===== src/rtl/add_arb_ctrl.sv =====
// Round-robin arbiter that time-shares one 8-bit adder slice among N_REQ requesters.
// Each accepted operation takes a low-byte pass, a high-byte pass, then a response handshake.
module add_arb_ctrl #(
    parameter int N_REQ = 2
) (
    input  logic                 clk,
    input  logic                 rst_n,
    input  logic [N_REQ-1:0]     req_valid,
    output logic [N_REQ-1:0]     req_ready,
    input  logic [15*N_REQ-1:0]  req_a,
    input  logic [16*N_REQ-1:0]  req_b,
    input  logic [N_REQ-1:0]     req_wide,
    output logic                 resp_valid,
    input  logic                 resp_ready,
    output logic [16:0]          resp_data,
    output logic [1:0]           resp_id
);

    typedef enum logic [1:0] {
        IDLE = 2'd0,
        LO   = 2'd1,
        HI   = 2'd2,
        RESP = 2'd3
    } state_t;

    state_t       state_r;
    logic [1:0]   ptr_r;
    logic [1:0]   id_r;
    logic [15:0]  a_r;
    logic [15:0]  b_r;
    logic [7:0]   s_lo_r;
    logic         c_r;
    logic         wide_r;
    logic         resp_valid_r;
    logic [16:0]  resp_data_r;
    logic [1:0]   resp_id_r;

    logic [2:0]        pick_s;
    logic              grant_s;
    logic [1:0]        grant_id_s;
    logic [1:0]        ptr_nxt_s;
    logic [N_REQ-1:0]  req_ready_s;
    logic [14:0]       a_sel_s;
    logic [15:0]       b_sel_s;
    logic              wide_sel_s;
    logic [7:0]        add_x_s;
    logic [7:0]        add_y_s;
    logic              add_ci_s;
    logic [8:0]        add_sum_s;

    // First set request at or after p, wrapping; returns {found, index}.
    function automatic logic [2:0] rr_pick(input logic [N_REQ-1:0] v, input logic [1:0] p);
        logic [2:0] r;
        r = 3'b000;
        for (int i = 0; i < N_REQ; i++) begin
            if (!r[2] && v[i] && (2'(i) >= p)) begin
                r = {1'b1, 2'(i)};
            end
        end
        for (int i = 0; i < N_REQ; i++) begin
            if (!r[2] && v[i] && (2'(i) < p)) begin
                r = {1'b1, 2'(i)};
            end
        end
        return r;
    endfunction

    // Grant selection and per-requester accept strobes, only in IDLE and out of reset.
    always_comb begin
        pick_s      = rr_pick(req_valid, ptr_r);
        grant_s     = pick_s[2] && (state_r == IDLE) && rst_n;
        grant_id_s  = pick_s[1:0];
        req_ready_s = '0;
        for (int i = 0; i < N_REQ; i++) begin
            req_ready_s[i] = grant_s && (grant_id_s == 2'(i));
        end
        if (grant_id_s == 2'(N_REQ - 1)) begin
            ptr_nxt_s = 2'd0;
        end else begin
            ptr_nxt_s = grant_id_s + 2'd1;
        end
    end

    // Operand mux for the granted requester.
    always_comb begin
        a_sel_s    = 15'd0;
        b_sel_s    = 16'd0;
        wide_sel_s = 1'b0;
        for (int i = 0; i < N_REQ; i++) begin
            a_sel_s    = (grant_id_s == 2'(i)) ? req_a[15*i +: 15] : a_sel_s;
            b_sel_s    = (grant_id_s == 2'(i)) ? req_b[16*i +: 16] : b_sel_s;
            wide_sel_s = (grant_id_s == 2'(i)) ? req_wide[i]       : wide_sel_s;
        end
    end

    // The single shared 8-bit slice: low bytes in LO, high bytes plus carry in HI.
    always_comb begin
        add_x_s   = 8'd0;
        add_y_s   = 8'd0;
        add_ci_s  = 1'b0;
        if (state_r == HI) begin
            add_x_s  = a_r[15:8];
            add_y_s  = b_r[15:8];
            add_ci_s = c_r;
        end else begin
            add_x_s  = a_r[7:0];
            add_y_s  = b_r[7:0];
            add_ci_s = 1'b0;
        end
        add_sum_s = {1'b0, add_x_s} + {1'b0, add_y_s} + {8'd0, add_ci_s};
    end

    // Operation sequencer with registered response outputs.
    always_ff @(posedge clk or negedge rst_n) begin
        if (!rst_n) begin
            state_r      <= IDLE;
            ptr_r        <= 2'd0;
            id_r         <= 2'd0;
            a_r          <= 16'd0;
            b_r          <= 16'd0;
            s_lo_r       <= 8'd0;
            c_r          <= 1'b0;
            wide_r       <= 1'b0;
            resp_valid_r <= 1'b0;
            resp_data_r  <= 17'd0;
            resp_id_r    <= 2'd0;
        end else begin
            case (state_r)
                IDLE: begin
                    if (grant_s) begin
                        a_r     <= {1'b0, a_sel_s};
                        b_r     <= b_sel_s;
                        wide_r  <= wide_sel_s;
                        id_r    <= grant_id_s;
                        ptr_r   <= ptr_nxt_s;
                        state_r <= LO;
                    end else begin
                        state_r <= IDLE;
                    end
                end
                LO: begin
                    s_lo_r  <= add_sum_s[7:0];
                    c_r     <= add_sum_s[8];
                    state_r <= HI;
                end
                HI: begin
                    // Carry out only survives in the 17-bit context.
                    resp_data_r  <= {wide_r & add_sum_s[8], add_sum_s[7:0], s_lo_r};
                    resp_id_r    <= id_r;
                    resp_valid_r <= 1'b1;
                    state_r      <= RESP;
                end
                RESP: begin
                    if (resp_ready) begin
                        resp_valid_r <= 1'b0;
                        state_r      <= IDLE;
                    end else begin
                        state_r      <= RESP;
                    end
                end
                default: begin
                    resp_valid_r <= 1'b0;
                    state_r      <= IDLE;
                end
            endcase
        end
    end

    assign req_ready  = req_ready_s;
    assign resp_valid = resp_valid_r;
    assign resp_data  = resp_data_r;
    assign resp_id    = resp_id_r;

endmodule


===== config.mk =====
export PLATFORM = sky130hd
export DESIGN_NAME = add_arb_ctrl
export DESIGN_NICKNAME = d
export VERILOG_FILES = /design/src/rtl/add_arb_ctrl.sv
export SDC_FILE = /design/constraint.sdc
export NUM_CORES = 1
export LEC_CHECK = 0
export ABC_AREA = 1
export CAP_MARGIN = 20
export CELL_PAD_IN_SITES_DETAIL_PLACEMENT = 1
export CELL_PAD_IN_SITES_GLOBAL_PLACEMENT = 1
export CORE_UTILIZATION = 34
export DETAILED_ROUTE_END_ITERATION = 8
export GPL_TIMING_DRIVEN = 0
export HOLD_SLACK_MARGIN = 0.08
export PLACE_DENSITY_LB_ADDON = 0.1
export SYNTH_ARGS = -nofsm -noshare
export SYNTH_HDL_FRONTEND = slang
export SYNTH_SLANG_ARGS = --single-unit

===== constraint.sdc =====
create_clock -name clk -period 3.05 [get_ports clk]
set_input_delay 0.305 -clock clk [delete_from_list [all_inputs] [get_ports clk]]
set_output_delay 0.305 -clock clk [all_outputs]
set_load 0.01 [all_outputs]

# --- After elaboration in Yosys (flattened, before gate mapping) ---
# Index checks and enable logic that the tools add are counted.
word_totals:
  register_bits: 67
  word_cells: 62
classes:
  n_addsub: 3
  n_lt_le_gt_ge: 4
  n_eq_ne: 5
  mux: 19
  bitwise_logic: 1
  reduce_logical: 19
ops:
  columns: ["operator", "count"]
  rows:
  - ["$mux W16", 2]
  - ["$mux W15", 2]
  - ["$mux W8", 2]
  - ["$mux W3", 4]
  - ["$logic_and A1 B1 Y1", 11]
  - ["$add A8 B8 Y9", 1]
  - ["$add A9 B1 Y9", 1]
  - ["$pmux W2 S4", 1]
  - ["$mux W1", 5]
  - ["$eq A2 B1 Y1 const B", 2]
  - ["$eq A2 B2 Y1 const B", 2]
  - ["$ge A1 B2 Y1 const A", 2]
  - ["$logic_not A2 Y1", 2]
  - ["$lt A1 B2 Y1 const A", 2]
  - ["$mux W2", 2]
  - ["$reduce_and A2 Y1", 2]
  - ["$logic_not A1 Y1", 3]
  - ["$add A2 B1 Y2 const B", 1]
  - ["$ne A2 B2 Y1 const B", 1]
  - ["$pmux W1 S2", 1]
  - ["$reduce_bool A2 Y1", 1]
  - ["$and A1 B1 Y1", 1]

# --- Depth between registers and ports, before layout ---
depth:
  ltp_word: 19
  ltp_mapped: 16
  depth_no_buf: 14

# --- Least setup slack after synthesis ---
# OpenSTA, ideal clock, no wires.
synth_timing:
  path_kind: "register to register"
  startpoint: "reg state_r[1]"
  endpoint: "reg resp_data_r[12], in the netlist resp_data[12]"
  t_arrival_ns: 2.089
  required_time_ns: 2.933
  path_slack_ns: 0.844
  stages_incl_launch_ff: 13
  path_buffers: 1
  period_less_slack_ns: 2.206
  path_cell_list: "dfrtp_1 -> inv_1 -> nor2_1 -> buf_2 -> mux2i_1 -> fa_1 -> inv_1 -> fa_1 -> nand3_1 -> nand3_1 -> xor2_1 -> nand2_1 -> nand2_1"
synth_between:
  elab_chain_len: 4
  elab_cells_between_ends: 6
  classes_between: "add/sub: 2; eq/ne: 1; mux: 3"
synth_rtl:
  columns: ["element", "line_no", "source"]
  rows:
  - ["start: declaration", "26", "state_t state_r;"]
  - ["start signal: assignment", "116", "state_r <= IDLE;"]
  - ["start signal: assignment", "136", "state_r <= LO;"]
  - ["start signal: assignment", "138", "state_r <= IDLE;"]
  - ["$eq A2 B2 Y1 (*)", "101, 128", null]
  - ["$mux W8", "101", "if (state_r == HI) begin"]
  - ["$add A8 B8 Y9", "110", "add_sum_s = {1'b0, add_x_s} + {1'b0, add_y_s} + {8'd0, add_ci_s};"]
  - ["$add A9 B1 Y9", "110", null]
  - ["end signal: assignment", "148", "resp_data_r <= {wide_r & add_sum_s[8], add_sum_s[7:0], s_lo_r};"]
  - ["end: declaration", "35", "logic [16:0] resp_data_r;"]
# Mark *: on every way between the ends. The rest lies on a longest branch, timed or not.
# A chain may end at the register's enable or synchronous reset.

# --- Final worst setup path ---
layout_timing:
  startpoint: "in rst_n"
  endpoint: "out req_ready[0]"
layout_between:
  elab_chain_len: 2
layout_rtl:
  columns: ["element", "line_no", "source"]
  rows:
  - ["start: declaration", "7", "input logic rst_n,"]
  - ["$logic_and A1 B1 Y1", "71", "grant_s = pick_s[2] && (state_r == IDLE) && rst_n;"]
  - ["$logic_and A1 B1 Y1", "75", "req_ready_s[i] = grant_s && (grant_id_s == 2'(i));"]
  - ["end: declaration", "9", "output logic [N_REQ-1:0] req_ready,"]
# Every way passes these cells.

==> flow_summary_export.csv <==
group,metric,value,unit
flow_run,drv_cap,0,
grt,grt-ovfl-total,0,
setup_path,worstPathMaxFanout,65,
detailed_routing,dr.pass1.iters,4,
synth,postSynthAreaPerCell,7.72,um2
cts,numCtsBuffers,9,
placement,detailed_place.area,0.00420,mm2
pwr,pwr-share-clk,0.173,
floorplan,initial_utilization,0.358,
cts,cts-root-buf,"clkbuf_8",
timing,fin_skew,3.95,ps
setup_path,endpoint_kind,"primary output",
pwr,p_sw,1.81,mW
timing,fmax,371,MHz
status,status,"finished, final reports clean",
cts,hold_buffers,0,
synth,syn_inst,412,
pwr,p_seq_frac,0.329,
timing,slew_headroom,0.439,
setup_path,cp_top_family,"buffers and inverters",
timing,rsz0062_at_grt,"false",
placement,gp_congestion,0.814,
pwr,vdd_drop_max,0.000274,V
timing,setup_viol,0,
setup_path,path_cells,"buf_4 -> o211ai_4 -> a21oi_4 -> buf_4 -> clkdlybuf4s50_1",
cts,cts_resized,0,
grt,grt_usage,0.197,
setup_path,path_common_cell,"buf_4",
finish,fin_cells,624,
worst_hold_path,hold_class,"in -> async",
pwr,fin_total_pwr,4.39,mW
cts,h-tree-depth,3,
placement,io_buffers,89,
floorplan,fp.dieArea,0.00974,mm2
synth,yosysUniqueCellTypes,21,
detailed_routing,wl,8720,um
finish,syn2layout_area_growth,38.6,%
synth,ys_seq_area_frac,0.504,
setup_path,criticalPathCategory,"in -> out",
timing,fin_tns_setup,0,ps
timing,slew_viol_final,0,
timing,post-route-min-period,2690,ps
synth,syn-cell-area,0.00318,mm2
finish,fin_nets,590,
pwr,p_int,2.58,mW
placement,place_hpwl,6680,um
timing,tightest_slew,841,ps
detailed_routing,ant_nets,0,
floorplan,pin_count,91,
setup_path,cp_slowest_cell,"buf_4",
finish,design_area,0.00441,mm2
setup_path,critPathBufInv,3,
finish,antennaDiodeCount,0,
floorplan,row_count,34,
floorplan,die_w,98.7,um
pwr,combPwrFrac,0.498,
setup_path,slowest_delay,630,ps
floorplan,die_y,98.7,um
cts,tritoncts,"built",
placement,dp.cells,609,
timing,fin_ws,357,ps
setup_path,cp-start-kind,"input port",
pwr,switching_share,0.413,
pwr,p_leak,2.21,nW
finish,drive_gt1_frac,0.0698,
pwr,power_density,996,mW/mm2
cts,clk_latency,340,ps
cts,path_clk_slew,70,ps
detailed_routing,avgViaCountPerCell,4.71,
detailed_routing,vias,2938,
cts,cts_num_sinks,64,
grt,grt_pass1_wl,14700,um
detailed_routing,wire_per_inst,14.0,um
cts,clockBufferDepth,2,
detailed_routing,drc,0,
synth,synth_nets,490,
grt,grt_start_max_net_pins,66,
synth,synth-seq-cells,64,
grt,grt_pass1_vias,3079,
cts,postCtsSetupRepairBufs,0,
timing,hold_viol_final,0,
detailed_routing,first_iter_violations,55,
timing,period_share,0.883,
setup_path,crit_required,2740,ps
setup_path,cp_data_arrival_time,2390,ps
synth,ys_warn_count,0,
placement,pre_cts_ws,267,ps
floorplan,fp.coreArea,0.00889,mm2
grt,antenna_found_initial,0,
==> cells in the mapped netlist (all sizes together) <==
master,instances,share of area
xor2,1,0.0028
mux2i,2,0.0063
conb,1,0.0012
nand4,1,0.0020
xnor2,2,0.0055
nand2,221,0.26
inv,22,0.026
nand3,44,0.069
o21ai,11,0.017
dfrtp,64,0.50
buf,15,0.027
a21oi,7,0.015
ha,7,0.028
clkbuf,3,0.0035
o211ai,1,0.0067
nor2,8,0.013
fa,2,0.013
==> final cells by class <==
cell class	count	area, um2
clock inverter	3	40.0
sequential	64	1600
inverter	22	82.6
timing repair buffer	89	888
tap	108	135
multi-input combinational	308	1400
buffer	18	96.3
clock buffer	12	165
fill	1123	4480
==> power groups by stage <==
stage	logic, mW	registers, mW	clock network [mW]
global route	2.50	1.49	0.812
floorplan	1.37	1.46	0
detailed placement	2.21	1.46	0
finish	2.19	1.44	0.760
CTS	2.22	1.45	0.778
global placement	2.15	1.45	0
==> final timing paths <==
path	startpoint	endpoint	slack, ps	cells after the start
setup reg to reg	state_r[1]$_DFF_PN0_	resp_data[12]$_DFFE_PN0P_	490	12
hold / removal	rst_n	resp_data[9]$_DFFE_PN0P_	60	1
max in group asynchronous	rst_n	b_r[11]$_DFFE_PN0P_	2440	1
min in group clk	resp_data[3]$_DFFE_PN0P_	resp_data[3]$_DFFE_PN0P_	470	2
setup / recovery	rst_n	req_ready[0]	360	5
hold reg to reg	resp_data[3]$_DFFE_PN0P_	resp_data[3]$_DFFE_PN0P_	470	2
==> routing by layer <==
layer  vias to the layer above  part of all wire  global-route usage
met1                      1388              0.47               0.252
met2                        64              0.49               0.335
met5                         -                 0                   0
met4                         0            0.0068              0.0689
li1                       1481                 -                   -
met3                         5             0.032              0.0390
==> registers in the layout (all words and copies together), names as in the netlist <==
signal / count
resp_id: 1
b_r: 16
c_r: 1
resp_valid: 1
wide_r: 1
ptr_r: 1
state_r: 2
resp_data: 17
a_r: 15
s_lo_r: 8
id_r: 1
==> cells in the final DEF, fill, tap and decap left out, drive strengths merged <==
| cell type | instances |
|---|---|
| fa | 2 |
| nor2 | 8 |
| mux2i | 2 |
| xor2 | 1 |
| a21oi | 7 |
| conb | 1 |
| nand2 | 221 |
| inv | 22 |
| xnor2 | 2 |
| o21ai | 11 |
| clkdlybuf4s50 | 88 |
| clkbuf | 15 |
| clkinv | 2 |
| buf | 16 |
| nand4 | 1 |
| bufinv | 1 |
| dfrtp | 64 |
| nand3 | 44 |
| o211ai | 1 |
| ha | 7 |
==> cell families (layout without fill, tap and decap cells) <==
| logic type | count (synthesis) | count (layout) | synth area share |
|---|---|---|---|
| AND/OR/NAND/NOR | 274 | 274 | 0.346 |
| flip-flops | 64 | 64 | 0.504 |
| buffers and inverters | 40 | 144 | 0.0563 |
| AO/OA/AOI/OAI | 19 | 19 | 0.0386 |
| adder cells (fa/ha/maj) | 9 | 9 | 0.0401 |
| XOR/XNOR | 3 | 3 | 0.00827 |
| multiplexers | 2 | 2 | 0.00630 |
| other | 1 | 1 | 0.00118 |
==> through the flow <==
stage                     hold slack [ps]  utilization
after floorplan                      9.41            -
after global placement                453        0.473
after detailed placement              457        0.473
after CTS                            82.4        0.496
after global routing                  124        0.496
final                                57.0        0.496
No activity file was read; power rests on OpenSTA's default activity.
